--- src/rtl/das_pkg.sv ---
// Shared constants, types and helpers for the delay-and-sum pixel scanner.
package das_pkg;

    localparam int PIXEL_COLUMN = 60;
    localparam int PIXEL_ROW    = 45;
    localparam int NUM_MIC      = 16;
    localparam int SAMPLE_W     = 16;
    localparam int BUF_AW       = 8;
    localparam int DELTA_W      = 8;
    localparam int COL_CENTER   = 30;
    localparam int ROW_CENTER   = 22;

    // Sixteen samples of SAMPLE_W bits sum into SAMPLE_W+4 bits without overflow.
    localparam int ACC_W = SAMPLE_W + 4;
    localparam int POW_W = 2 * ACC_W;
    localparam int MIC_W = $clog2(NUM_MIC);
    localparam int POS_W = 6;

    typedef logic signed [SAMPLE_W-1:0] sample_t;
    typedef logic [NUM_MIC-1:0][DELTA_W-1:0] delta_vec_t;

    typedef enum logic [2:0] {
        IDLE,
        LOAD,
        ISSUE,
        DRAIN,
        SQUARE,
        OUT,
        DONE
    } scan_state_t;

    // Pixel index to centred coordinate for the Delta_generator.
    function automatic logic signed [POS_W-1:0] centre(input logic [POS_W-1:0] idx,
                                                        input int ctr);
        return signed'(idx - POS_W'(ctr));
    endfunction

    // Circular buffer read address: newest sample minus the mic delay, modulo buffer size.
    function automatic logic [BUF_AW-1:0] tap_addr(input logic [BUF_AW-1:0] wp,
                                                   input logic [DELTA_W-1:0] dly);
        return wp - BUF_AW'(dly);
    endfunction

endpackage

--- src/rtl/das_mac.sv ---
// Delay-and-sum accumulator with a squaring output register.
module das_mac
    import das_pkg::*;
(
    input  logic             clk,
    input  logic             rst,
    input  logic             clr,
    input  logic             add,
    input  logic             square,
    input  sample_t          din,
    output logic [POW_W-1:0] power
);

    logic signed [ACC_W-1:0] acc;
    logic signed [ACC_W-1:0] din_ext;
    logic signed [POW_W-1:0] sq;

    assign din_ext = {{(ACC_W-SAMPLE_W){din[SAMPLE_W-1]}}, din};
    assign sq      = acc * acc;

    // Running sum of the sixteen delayed samples for the current pixel.
    always_ff @(posedge clk) begin
        if (rst) begin
            acc <= '0;
        end else if (clr) begin
            acc <= '0;
        end else if (add) begin
            acc <= acc + din_ext;
        end
    end

    // Pixel power; a square is never negative so the signed product is stored as unsigned.
    always_ff @(posedge clk) begin
        if (rst) begin
            power <= '0;
        end else if (square) begin
            power <= unsigned'(sq);
        end
    end

endmodule

--- src/rtl/das_pixel_scanner.sv ---
// Frame scanner: walks every pixel, fetches per-mic delays, reads delayed samples,
// and streams the squared beam sum to the frame writer.
module das_pixel_scanner
    import das_pkg::*;
(
    input  logic                    i_clk,
    input  logic                    i_rst,
    input  logic                    i_start,
    input  logic [BUF_AW-1:0]       i_wr_ptr,
    output logic                    o_busy,
    output logic signed [POS_W-1:0] o_p_x,
    output logic signed [POS_W-1:0] o_p_y,
    input  delta_vec_t              i_delta,
    output logic [MIC_W-1:0]        o_rd_mic,
    output logic [BUF_AW-1:0]       o_rd_addr,
    input  sample_t                 i_rd_data,
    output logic                    o_pix_valid,
    input  logic                    i_pix_ready,
    output logic [POS_W-1:0]        o_pix_col,
    output logic [POS_W-1:0]        o_pix_row,
    output logic [POW_W-1:0]        o_pix_power,
    output logic                    o_frame_done
);

    localparam logic [POS_W-1:0] LAST_COL = POS_W'(PIXEL_COLUMN - 1);
    localparam logic [POS_W-1:0] LAST_ROW = POS_W'(PIXEL_ROW - 1);
    localparam logic [MIC_W-1:0] LAST_MIC = MIC_W'(NUM_MIC - 1);

    scan_state_t             state, state_nx;
    logic [BUF_AW-1:0]       wr_ptr;
    logic [POS_W-1:0]        col, row, col_nx, row_nx;
    logic [MIC_W-1:0]        mic;
    delta_vec_t              delta_q;
    logic signed [POS_W-1:0] p_x, p_y;
    logic                    pix_valid;
    logic [POS_W-1:0]        pix_col, pix_row;
    logic [POW_W-1:0]        pix_power;
    logic [POW_W-1:0]        mac_power;
    logic                    col_wrap, last_pix, hs;
    logic                    mac_clr, mac_add, mac_sq;

    assign col_wrap = (col == LAST_COL);
    assign last_pix = col_wrap && (row == LAST_ROW);
    assign col_nx   = col_wrap ? '0 : col + POS_W'(1);
    assign row_nx   = col_wrap ? row + POS_W'(1) : row;
    assign hs       = pix_valid && i_pix_ready;

    // State register.
    always_ff @(posedge i_clk) begin
        if (i_rst) begin
            state <= IDLE;
        end else begin
            state <= state_nx;
        end
    end

    // Next state and MAC strobes. Read data lags its address by one cycle, so
    // the first ISSUE cycle adds nothing and DRAIN picks up the last mic.
    always_comb begin
        state_nx = state;
        mac_clr  = 1'b0;
        mac_add  = 1'b0;
        mac_sq   = 1'b0;
        case (state)
            IDLE:   if (i_start) state_nx = LOAD;
            LOAD: begin
                mac_clr  = 1'b1;
                state_nx = ISSUE;
            end
            ISSUE: begin
                mac_add = (mic != '0);
                if (mic == LAST_MIC) state_nx = DRAIN;
            end
            DRAIN: begin
                mac_add  = 1'b1;
                state_nx = SQUARE;
            end
            SQUARE: begin
                mac_sq   = 1'b1;
                state_nx = OUT;
            end
            OUT:    if (hs) state_nx = last_pix ? DONE : LOAD;
            DONE:   state_nx = IDLE;
            default: state_nx = IDLE;
        endcase
    end

    // Scan counters, latched pointer and delays, centred coordinates and the
    // output register. OUT spends its first cycle loading the output register,
    // so valid rises one cycle after the square is available.
    always_ff @(posedge i_clk) begin
        if (i_rst) begin
            wr_ptr    <= '0;
            col       <= '0;
            row       <= '0;
            mic       <= '0;
            delta_q   <= '0;
            p_x       <= '0;
            p_y       <= '0;
            pix_valid <= 1'b0;
            pix_col   <= '0;
            pix_row   <= '0;
            pix_power <= '0;
        end else begin
            case (state)
                IDLE: begin
                    if (i_start) begin
                        wr_ptr <= i_wr_ptr;
                        col    <= '0;
                        row    <= '0;
                        p_x    <= centre('0, COL_CENTER);
                        p_y    <= centre('0, ROW_CENTER);
                    end
                end
                LOAD: begin
                    delta_q <= i_delta;
                    mic     <= '0;
                end
                ISSUE: mic <= mic + MIC_W'(1);
                OUT: begin
                    if (!pix_valid) begin
                        pix_valid <= 1'b1;
                        pix_col   <= col;
                        pix_row   <= row;
                        pix_power <= mac_power;
                    end else if (i_pix_ready) begin
                        pix_valid <= 1'b0;
                        if (!last_pix) begin
                            col <= col_nx;
                            row <= row_nx;
                            p_x <= centre(col_nx, COL_CENTER);
                            p_y <= centre(row_nx, ROW_CENTER);
                        end
                    end
                end
                default: ;
            endcase
        end
    end

    das_mac u_mac (
        .clk    (i_clk),
        .rst    (i_rst),
        .clr    (mac_clr),
        .add    (mac_add),
        .square (mac_sq),
        .din    (i_rd_data),
        .power  (mac_power)
    );

    // Read port is parked at zero outside ISSUE.
    assign o_rd_mic     = (state == ISSUE) ? mic : '0;
    assign o_rd_addr    = (state == ISSUE) ? tap_addr(wr_ptr, delta_q[mic]) : '0;

    assign o_busy       = (state != IDLE) && (state != DONE);
    assign o_frame_done = (state == DONE);
    assign o_p_x        = p_x;
    assign o_p_y        = p_y;
    assign o_pix_valid  = pix_valid;
    assign o_pix_col    = pix_col;
    assign o_pix_row    = pix_row;
    assign o_pix_power  = pix_power;

endmodule

--- config.mk ---
export PLATFORM = sky130hd
export DESIGN_NAME = das_pixel_scanner
export DESIGN_NICKNAME = d
export VERILOG_FILES = /design/src/rtl/das_pkg.sv /design/src/rtl/das_mac.sv /design/src/rtl/das_pixel_scanner.sv
export SDC_FILE = /design/constraint.sdc
export NUM_CORES = 2
export LEC_CHECK = 0
export ABC_AREA = 1
export CORE_MARGIN = 1
export CORE_UTILIZATION = 35
export DETAILED_ROUTE_END_ITERATION = 8
export PLACE_DENSITY = 0.51
export RECOVER_POWER = 50
export SLEW_MARGIN = 20
export SYNTH_ARGS = -nofsm -noshare
export SYNTH_HDL_FRONTEND = slang
export SYNTH_SLANG_ARGS = --single-unit
export TNS_END_PERCENT = 5
--- constraint.sdc ---
create_clock -name i_clk -period 7 [get_ports i_clk]
set_clock_uncertainty 0.2 [all_clocks]
set_input_delay 1.4 -clock i_clk [delete_from_list [all_inputs] [get_ports i_clk]]
set_output_delay 1.4 -clock i_clk [all_outputs]
set_load 0.05 [all_outputs]
==> impl_metrics.py <==
metrics = {
    "finish": {
        "fillCellCount": 8128,
        "drive_gt1_share_pct": 5.05,
        "multi_input_area_mm2": 0.0180,
        "utilization_pct": 41.9,
        "fin_nets": 4559,
        "area_growth_pct": 18.1,
        "layout.area.seq_mm2": 0.00553,
    },
    "sta": {
        "fin_crit_ns": 6.70,
        "fin_ws_ns": 0.300,
        "slew_headroom_pct": -155,
        "slew_violations": 225,
        "setup_viol": 0,
        "finalHoldViolations": 0,
        "tns_ns": 0,
        "rsz0062_at_grt": "yes",
        "fmax_ghz": 0.149,
        "worst_pin_slew_ns": 3.82,
        "period_share_pct": 95.7,
    },
    "clock_tree": {
        "clockBufferDepth": 3,
        "cts_root_buffer": "clkbuf_16",
        "cts-hold-fix-buffers": 0,
        "h-tree-depth": 2,
        "path_clk_slew_ns": 0.06,
        "cts_buffers": 35,
        "clk_latency_ns": 0.54,
        "cts_tree": "yes",
        "cts_sinks": 276,
    },
    "synthesis": {
        "synth_area_leaders": "fa_1 28%, dfxtp_1 20%, inv_1 12%, nand2_1 9.2%, a21oi_1 7.2%",
        "synth_enable_flop_cells": 0,
        "synth_seq_cells": 276,
        "syn_area_per_cell_um2": 7.50,
        "yosysTopAreaCell": "fa_1",
        "synth_seq_area_share_pct": 20.1,
        "ys.warnings.count": 0,
        "syn_area_mm2": 0.0275,
        "netlist.area_leader.share_pct": 28.3,
        "netlist_instances": 3669,
        "synth_fp_nets": 4351,
        "synthFlopType": "dfxtp_1",
        "yosysUniqueCellTypes": 49,
        "synthArstFlopShare_pct": 0,
    },
    "route": {
        "vias_per_cell": 4.69,
        "routedWlPerCell_um": 16.6,
        "drt-pass1-iter-count": 5,
        "drc_errors": 0,
        "routed_wl_um": 82100,
        "vias": 23200,
        "drtAntennaViolNets": 0,
        "drt_iter0_markers": 1365,
    },
    "critical_path": {
        "cp-end-kind": "register",
        "crit_type": "register to register",
        "cpPeakStageDelay_ns": 0.58,
        "cp_max_fo": 9,
        "reg2reg_slack_ns": 0.30,
        "path_buf_inv": 9,
        "path_delay_family": "adder cells",
        "start_kind": "register",
        "crit_slowest_cell": "fa_1",
        "cp_data_required_time_ns": 7.24,
        "arrival_ns": 6.94,
    },
    "hold_path": {
        "hold_class": "register to register",
    },
    "global_routing": {
        "grt_pass1_vias": 23700,
        "grt_pass1_wl_um": 132000,
        "grt_max_degree": 110,
        "grt.total_usage_pct": 21.2,
        "overflow": 0,
        "antenna_found_initial": 2,
    },
    "placement": {
        "place_ws_ns": 0.138,
        "gp_congestion": 0.893,
        "io_buffer_count": 233,
        "hpwl_um": 65100,
    },
    "outcome": {
        "status": "finished with violations",
        "violations": "capacitance limit, slew limit",
    },
    "die": {
        "dieArea_mm2": 0.0797,
        "start_util_pct": 35.5,
        "die_y_um": 282,
        "core_mm2": 0.0776,
        "ios": 235,
        "die_x_um": 282,
        "num_rows": 102,
    },
    "power_and_ir_drop": {
        "ir_drop_mv": 0.153,
        "leakage_uw": 0.0169,
        "powerDensity_mw_per_mm2": 205,
    },
    "run": {
        "drv_cap": 3,
    },
}
## repair_timing
item | CTS | global route
setup endpoints to repair | 0 | 22
gates resized for setup | 0 | 11
buffers inserted | 0 | 3
## placed cells by master (no fill, tap or decap), drive strengths merged, types with 10 or more instances in the layout
cell | synthesis | layout
inv | 886 | 887
nand2 | 688 | 688
a21oi | 401 | 401
fa | 389 | 389
dfxtp | 276 | 276
o21ai | 255 | 255
nand3 | 180 | 180
clkdlybuf4s50 | 0 | 169
nor2 | 169 | 169
ha | 137 | 137
buf | 47 | 97
dlygate4sd3 | 0 | 61
clkbuf | 111 | 51
xor2 | 33 | 33
nor3 | 16 | 16
nand4 | 14 | 14
o21bai | 12 | 12
xnor2 | 10 | 10
## logic make-up (layout without fill, tap and decap cells)
group                    count (synthesis)  count (layout)  synth area share, %
AO/OA/AOI/OAI                          696             696                 13.2
flip-flops                             276             276                 20.1
buffers and inverters                 1048            1279                 14.6
adder cells (fa/ha/maj)                526             526                 34.5
other                                    1               3               0.0136
XOR/XNOR                                43              43                 1.37
AND/OR/NAND/NOR                       1079            1079                 16.2
## cells in the mapped netlist (2+ instances only)
master / n
nor2_4: 2
xor2_1: 33
ha_1: 137
inv_1: 881
nand2_1: 676
o21ai_0: 252
nand3_1: 179
or2_2: 3
clkinv_1: 4
o21ai_1: 3
buf_4: 5
fa_1: 389
inv_2: 5
nor2_1: 162
nor2_2: 4
a211oi_1: 2
xnor2_1: 10
nor3_1: 15
a21o_1: 5
buf_6: 3
o21bai_1: 12
dfxtp_1: 276
nand3b_1: 4
buf_2: 23
a311oi_1: 6
o211ai_1: 6
nand4_1: 14
a21boi_0: 2
nand2_4: 2
a21boi_1: 2
clkbuf_1: 111
a21oi_2: 7
buf_1: 16
a21oi_1: 394
nand2_2: 10
## layout make-up
type | instances | area share [%]
Multi-Input combinational cell | 2345 | 55.3
Sequential cell | 276 | 17.0
Inverter | 890 | 10.3
Timing Repair Buffer | 329 | 9.71
Tap cell | 1040 | 4.00
Clock buffer | 49 | 3.14
Clock inverter | 11 | 0.558
Antenna cell | 2 | 0.0154
## final timing paths
kind                         from  cells past startpoint         endpoint
setup / recovery     u_mac.acc[8]                     27  u_mac.power[35]
hold / removal    u_mac.power[20]                      2  o_pix_power[20]
setup reg to reg     u_mac.acc[8]                     27  u_mac.power[35]
hold reg to reg   u_mac.power[20]                      2  o_pix_power[20]
## metrics by stage
step                      instances  hold slack (ns)  cell area [um^2]  total power [uW]
after floorplan                3669            0.229             27500              3860
after detailed placement       4877            0.242             31300              4800
after global routing           4941            0.266             32500              7130
final                          4942            0.248             32500              6650
after CTS                      4937            0.250             32500              6740
after global placement         4877            0.241             31300              4800
## sequential cells by signal (all words and copies together), names as in the netlist
name	cells
delta_q	128
mic	4
u_mac.acc	20
o_p_y	5
col	6
o_pix_col	6
o_pix_power	39
u_mac.power	39
row	6
state	3
wr_ptr	8
o_pix_valid	1
o_pix_row	6
o_p_x	5
## power breakdown
group | switching, uW | leakage [uW] | internal [uW] | total, uW
clock | 742 | 0.000590 | 1170 | 1910
sequential | 154 | 0.00225 | 1880 | 2030
combinational | 1790 | 0.0140 | 919 | 2710
total | 2690 | 0.0169 | 3960 | 6650
## tightest hold or removal path, cell delays in order (launching register included)
cell,delay [ns]
dfxtp_1,0.29
inv_1,0.06
a21oi_1,0.05
## per-layer routing
metal / routed length, um / GRT usage (%) / vias to the layer above
li1: - / - / 11600
met1: 36100 / 27.9 / 11100
met2: 40600 / 37.0 / 426
met3: 3190 / 1.97 / 108
met4: 2280 / 5.90 / 2
met5: 8 / 0 / -
No activity file was read; power rests on OpenSTA's default activity.
